`src/rtl/id_ex_register.sv`:
```
`default_nettype none
//============================================================================
// Module      : id_ex_register
// Description : ID/EX pipeline register for a 5-stage MIPS-style core.
//               Captures decoded control, operands, register numbers and
//               the function field from ID and presents them to EX one
//               cycle later. Supports global freeze (Hold), bubble
//               insertion (Stall / Flush) and a saturating bubble counter.
//
//               Per-edge priority: Reset > Hold > Flush/Stall > Load.
//
// Ports       : Clk            - rising-edge clock
//               Reset          - synchronous active-high reset
//               Stall          - load-use bubble request (hazard unit)
//               Flush          - squash request (branch/jump resolution)
//               Hold           - global pipeline freeze
//               *_ID           - decoded instruction fields from ID
//               *_EX           - registered copies of the *_ID fields
//               Valid_EX       - EX slot holds a real instruction
//               BubbleCount    - saturating count of inserted bubbles
// Revision    : 1.0 - initial release
//============================================================================
module id_ex_register (
    input  logic        Clk,
    input  logic        Reset,
    input  logic        Stall,
    input  logic        Flush,
    input  logic        Hold,
    input  logic        RegDst_ID,
    input  logic        ALUSrc_ID,
    input  logic        MemRead_ID,
    input  logic        MemWrite_ID,
    input  logic        RegWrite_ID,
    input  logic        MemtoReg_ID,
    input  logic [1:0]  ALUOp_ID,
    input  logic [31:0] ReadData1_ID,
    input  logic [31:0] ReadData2_ID,
    input  logic [31:0] SignExt_ID,
    input  logic [4:0]  Rs_ID,
    input  logic [4:0]  Rt_ID,
    input  logic [4:0]  Rd_ID,
    input  logic [5:0]  Funct_ID,
    output logic        RegDst_EX,
    output logic        ALUSrc_EX,
    output logic        MemRead_EX,
    output logic        MemWrite_EX,
    output logic        RegWrite_EX,
    output logic        MemtoReg_EX,
    output logic [1:0]  ALUOp_EX,
    output logic [31:0] ReadData1_EX,
    output logic [31:0] ReadData2_EX,
    output logic [31:0] SignExt_EX,
    output logic [4:0]  Rs_EX,
    output logic [4:0]  Rt_EX,
    output logic [4:0]  Rd_EX,
    output logic [5:0]  Funct_EX,
    output logic        Valid_EX,
    output logic [15:0] BubbleCount
);

    localparam logic [15:0] c_BC_MAX = 16'hFFFF;

    // Stall and Flush on the same edge produce a single bubble.
    logic w_bubble;
    assign w_bubble = Stall | Flush;

    // Every output is a flop; bubbles write constant zeros so unknown ID
    // values seen during a bubble or freeze can never reach EX.
    always_ff @(posedge Clk) begin
        if (Reset) begin
            RegDst_EX    <= 1'b0;
            ALUSrc_EX    <= 1'b0;
            MemRead_EX   <= 1'b0;
            MemWrite_EX  <= 1'b0;
            RegWrite_EX  <= 1'b0;
            MemtoReg_EX  <= 1'b0;
            ALUOp_EX     <= 2'b00;
            ReadData1_EX <= 32'h0;
            ReadData2_EX <= 32'h0;
            SignExt_EX   <= 32'h0;
            Rs_EX        <= 5'd0;
            Rt_EX        <= 5'd0;
            Rd_EX        <= 5'd0;
            Funct_EX     <= 6'd0;
            Valid_EX     <= 1'b0;
            BubbleCount  <= 16'h0;
        end else if (!Hold) begin
            if (w_bubble) begin
                // Clearing MemRead_EX and Rt_EX breaks the load-use
                // comparison next cycle so a stall cannot re-trigger itself.
                RegDst_EX    <= 1'b0;
                ALUSrc_EX    <= 1'b0;
                MemRead_EX   <= 1'b0;
                MemWrite_EX  <= 1'b0;
                RegWrite_EX  <= 1'b0;
                MemtoReg_EX  <= 1'b0;
                ALUOp_EX     <= 2'b00;
                ReadData1_EX <= 32'h0;
                ReadData2_EX <= 32'h0;
                SignExt_EX   <= 32'h0;
                Rs_EX        <= 5'd0;
                Rt_EX        <= 5'd0;
                Rd_EX        <= 5'd0;
                Funct_EX     <= 6'd0;
                Valid_EX     <= 1'b0;
                if (BubbleCount != c_BC_MAX) begin
                    BubbleCount <= BubbleCount + 16'd1;
                end
            end else begin
                RegDst_EX    <= RegDst_ID;
                ALUSrc_EX    <= ALUSrc_ID;
                MemRead_EX   <= MemRead_ID;
                MemWrite_EX  <= MemWrite_ID;
                RegWrite_EX  <= RegWrite_ID;
                MemtoReg_EX  <= MemtoReg_ID;
                ALUOp_EX     <= ALUOp_ID;
                ReadData1_EX <= ReadData1_ID;
                ReadData2_EX <= ReadData2_ID;
                SignExt_EX   <= SignExt_ID;
                Rs_EX        <= Rs_ID;
                Rt_EX        <= Rt_ID;
                Rd_EX        <= Rd_ID;
                Funct_EX     <= Funct_ID;
                Valid_EX     <= 1'b1;
            end
        end
    end

endmodule
`default_nettype wire
```
`config.mk`:
```
export PLATFORM = sky130hd
export DESIGN_NAME = id_ex_register
export DESIGN_NICKNAME = d
export VERILOG_FILES = /design/src/rtl/id_ex_register.sv
export SDC_FILE = /design/constraint.sdc
export NUM_CORES = 1
export LEC_CHECK = 0
export ABC_CLOCK_PERIOD_IN_PS = 2520
export CAP_MARGIN = 20
export CORE_MARGIN = 2
export CORE_UTILIZATION = 39
export CTS_CLUSTER_DIAMETER = 80
export DETAILED_ROUTE_END_ITERATION = 10
export MAX_ROUTING_LAYER = met4
export PLACE_DENSITY = 0.81
export RECOVER_POWER = 25
export SLEW_MARGIN = 40
export SYNTH_ARGS = -nofsm -noshare
export SYNTH_HDL_FRONTEND = slang
export SYNTH_SLANG_ARGS = --single-unit
```
`constraint.sdc`:
```
create_clock -name Clk -period 2.52 [get_ports Clk]
set_clock_uncertainty 0.05 [all_clocks]
set_input_delay 0.504 -clock Clk [delete_from_list [all_inputs] [get_ports Clk]]
set_output_delay 0.504 -clock Clk [all_outputs]
set_load 0.05 [all_outputs]
```
==> summary.txt <==
STA
  – Final period util: 0.929
  – Final min period: 2.34 ns
  – Relative slew slack: 0.531
  – Final worst slack: 0.179 ns
  – Slew Limit Fails: 0
  – Slew @ Worst Pin: 0.704 ns
  – Final setup violation count: 0
  – Final hold violations: 0
  – Setup_tns: 0 ns
  – RSZ-0062 raised after global routing: false
  – Fmax: 427 MHz

Critical path
  – Startpoint types: flop
  – Cell Chain, Critical Path: clkdlybuf4s50_1
  – Worst setup EP type: output port
  – Setup CP Type: flop to output port
  – Crit path max fanout: 6
  – Req. time, crit path: 1.97 ns
  – Slowest cell on crit path: clkdlybuf4s50_1
  – Worst Path Buf+Inv: 1
  – WP data arrival: 1.79 ns
  – Top delay family on crit path: buffers and inverters
  – Worst R2R Setup Slack: 0.45 ns
  – Max stage delay on crit path: 0.88 ns

Cells and area
  – # diodes: 0
  – Proportion of layout cells with a drive suffix above 1: 0.0627
  – Layout Cells excl Fill: 954
  – Nets: 900
  – Area delta synth->final: 69.6%

Run
  – Max-Cap Viols: 0

Yosys
  – Register area share after synthesis: 0.572
  – Dominant cell by count in the synthesized netlist: dfxtp_1
  – Synth area leaders: dfxtp_1 57%, a22oi_1 19%, nor2_1 10%, clkbuf_1 2.7%, a21oi_1 0.81%
  – Post-Syn Area per Cell: 9.65 um^2
  – Synth cell types: 41
  – Area leader, netlist: dfxtp_1
  – Area of the mapped netlist: 4970 um^2
  – Async SR Flop Fraction: 0
  – Synth Warn #: 0
  – Synthesized Nets: 646
  – Syn Inst Count: 515
  – Main flop type after synthesis: dfxtp_1
  – Synth Register Bits: 142
  – Commonest cells in the synthesized netlist: 142 x dfxtp_1, 134 x nor2_1, 125 x a22oi_1
  – Number of enable flip-flop cells after synthesis: 0
  – Share of the synthesized area in the top cell type: 0.572

Die
  – Chip width: 117 um
  – Initial Utilization: 0.397
  – Die area: 13700 um^2
  – Core area: 12500 um^2
  – Number of cell rows: 41
  – Top-Level Pins: 272
  – Chip Height: 117 um

Pwr
  – PwrDens: 666 nW/um^2
  – Total power: 5610 uW
  – VDD IR max: 0.362 mV
  – P_leak: 0.00307 uW

Min path
  – Worst Hold Class: input port to flop

Clock tree
  – Root Driver: clkbuf_16
  – TritonCTS Buffers: 17
  – Setup bufs post-CTS: 0
  – CTS tree: yes
  – CTS Buffer Depth: 2
  – Cts repair resizes: 0
  – Clk slew on worst S/H paths: 0.06 ns
  – Hold_buf cts: 0
  – H-tree Lvls: 4
  – Clock Latency Late Sink: 0.41 ns
  – Clock sinks: 142

Detailed routing
  – Vias/cell: 5.19
  – Antenna Violating Nets Remaining: 0
  – Initial detailed-routing violation count: 246
  – Residual DRC count: 0
  – DRT Pass-1 Iters: 5
  – Via count: 4954
  – Routed WL: 15500 um
  – DR WL/cell: 16.2 um

Placed design
  – Placed Cells: 922
  – Setup WS pre-CTS: 0.251 ns
  – GP Congestion: 0.978
  – DP HPWL: 11100 um
  – Port Buffers: 271

Status
  – Status: completed

Global route
  – Global route overflow: 0
  – Largest net degree at the start of global routing: 64
  – First-pass GRT wire length: 23300 um
  – Vias in the first global route: 4807
  – Initial antenna violation count: 0
  – GR Util All Layers: 0.225
==> layer usage <==
metal  vias to the layer above  global-route usage  share of wire
met4                         0              0.0933          0.020
met3                        24              0.0721          0.080
li1                       2369                   -              -
met5                         -                   -              0
met2                       212               0.384           0.51
met1                      2349               0.243           0.39
==> worst reg2reg max path: cells and delay by family (launching register included) <==
family	cells	cell delay, ns
flip-flops	1	0.44
adder cells (fa/ha/maj)	1	0.28
AND/OR/NAND/NOR	3	0.90
multiplexers	1	0.29
==> worst paths after layout <==
path,start,endpoint,cells past startpoint
worst max register to register,BubbleCount[0],BubbleCount[13],5
worst max-delay path,BubbleCount[8],BubbleCount[8],1
worst min-delay path,Hold,Funct_EX[2],3
worst min register to register,ReadData2_EX[4],ReadData2_EX[4],2
==> layout by cell type, fill, tap and decap left out, types with 3 or more instances in the layout <==
| cell type | n |
|---|---|
| a21oi_1 | 8 |
| a22oi_1 | 125 |
| and3_1 | 3 |
| buf_4 | 6 |
| bufinv_16 | 3 |
| clkbuf_16 | 17 |
| clkbuf_8 | 5 |
| clkdlybuf4s50_1 | 268 |
| clkinv_2 | 4 |
| dfxtp_1 | 142 |
| nand2_1 | 6 |
| nand3_1 | 4 |
| nor2_1 | 134 |
| nor3_1 | 6 |
| o21ai_0 | 3 |
| or3_2 | 3 |
==> layout make-up <==
| cell class | count | area (um^2) |
|---|---|---|
| Tap cell | 172 | 215 |
| Clock buffer | 22 | 494 |
| Clock inverter | 10 | 134 |
| Fill cell | 982 | 4090 |
| Timing Repair Buffer | 278 | 2790 |
| Multi-Input combinational cell | 328 | 1950 |
| Inverter | 2 | 7.51 |
| Sequential cell | 142 | 2840 |
==> metrics by stage <==
| step | util | hold WS, ns | instance area [um^2] |
|---|---|---|---|
| detailed placement | 0.624 | 0.448 | 7820 |
| floorplan | - | 0.598 | 4970 |
| global placement | 0.624 | 0.440 | 7820 |
| CTS | 0.675 | 0.437 | 8440 |
| global route | 0.673 | 0.461 | 8430 |
| finish | 0.673 | 0.450 | 8430 |
==> report_power, final <==
group | internal, uW | total (uW) | switching [uW]
sequential | 2300 | 2330 | 31.4
clock | 1680 | 2600 | 917
combinational | 318 | 686 | 368
total | 4300 | 5610 | 1320
==> state kept, by name (all words and copies together), names as in the netlist, 2 cells and up <==
name,cells
ReadData1_EX,32
Rd_EX,5
Funct_EX,6
ReadData2_EX,32
Rs_EX,5
Rt_EX,5
SignExt_EX,32
ALUOp_EX,2
BubbleCount,16
==> kinds of logic after synthesis <==
logic type / Yosys count / synth area share
simple gates: 172 / 0.154
compound gates: 151 / 0.227
flops: 142 / 0.572
buf+inv: 45 / 0.0355
xor+xnor: 2 / 0.00353
mux: 2 / 0.00504
fa+ha+maj: 1 / 0.00252
Note: power is estimated with default switching activity, not from simulation.
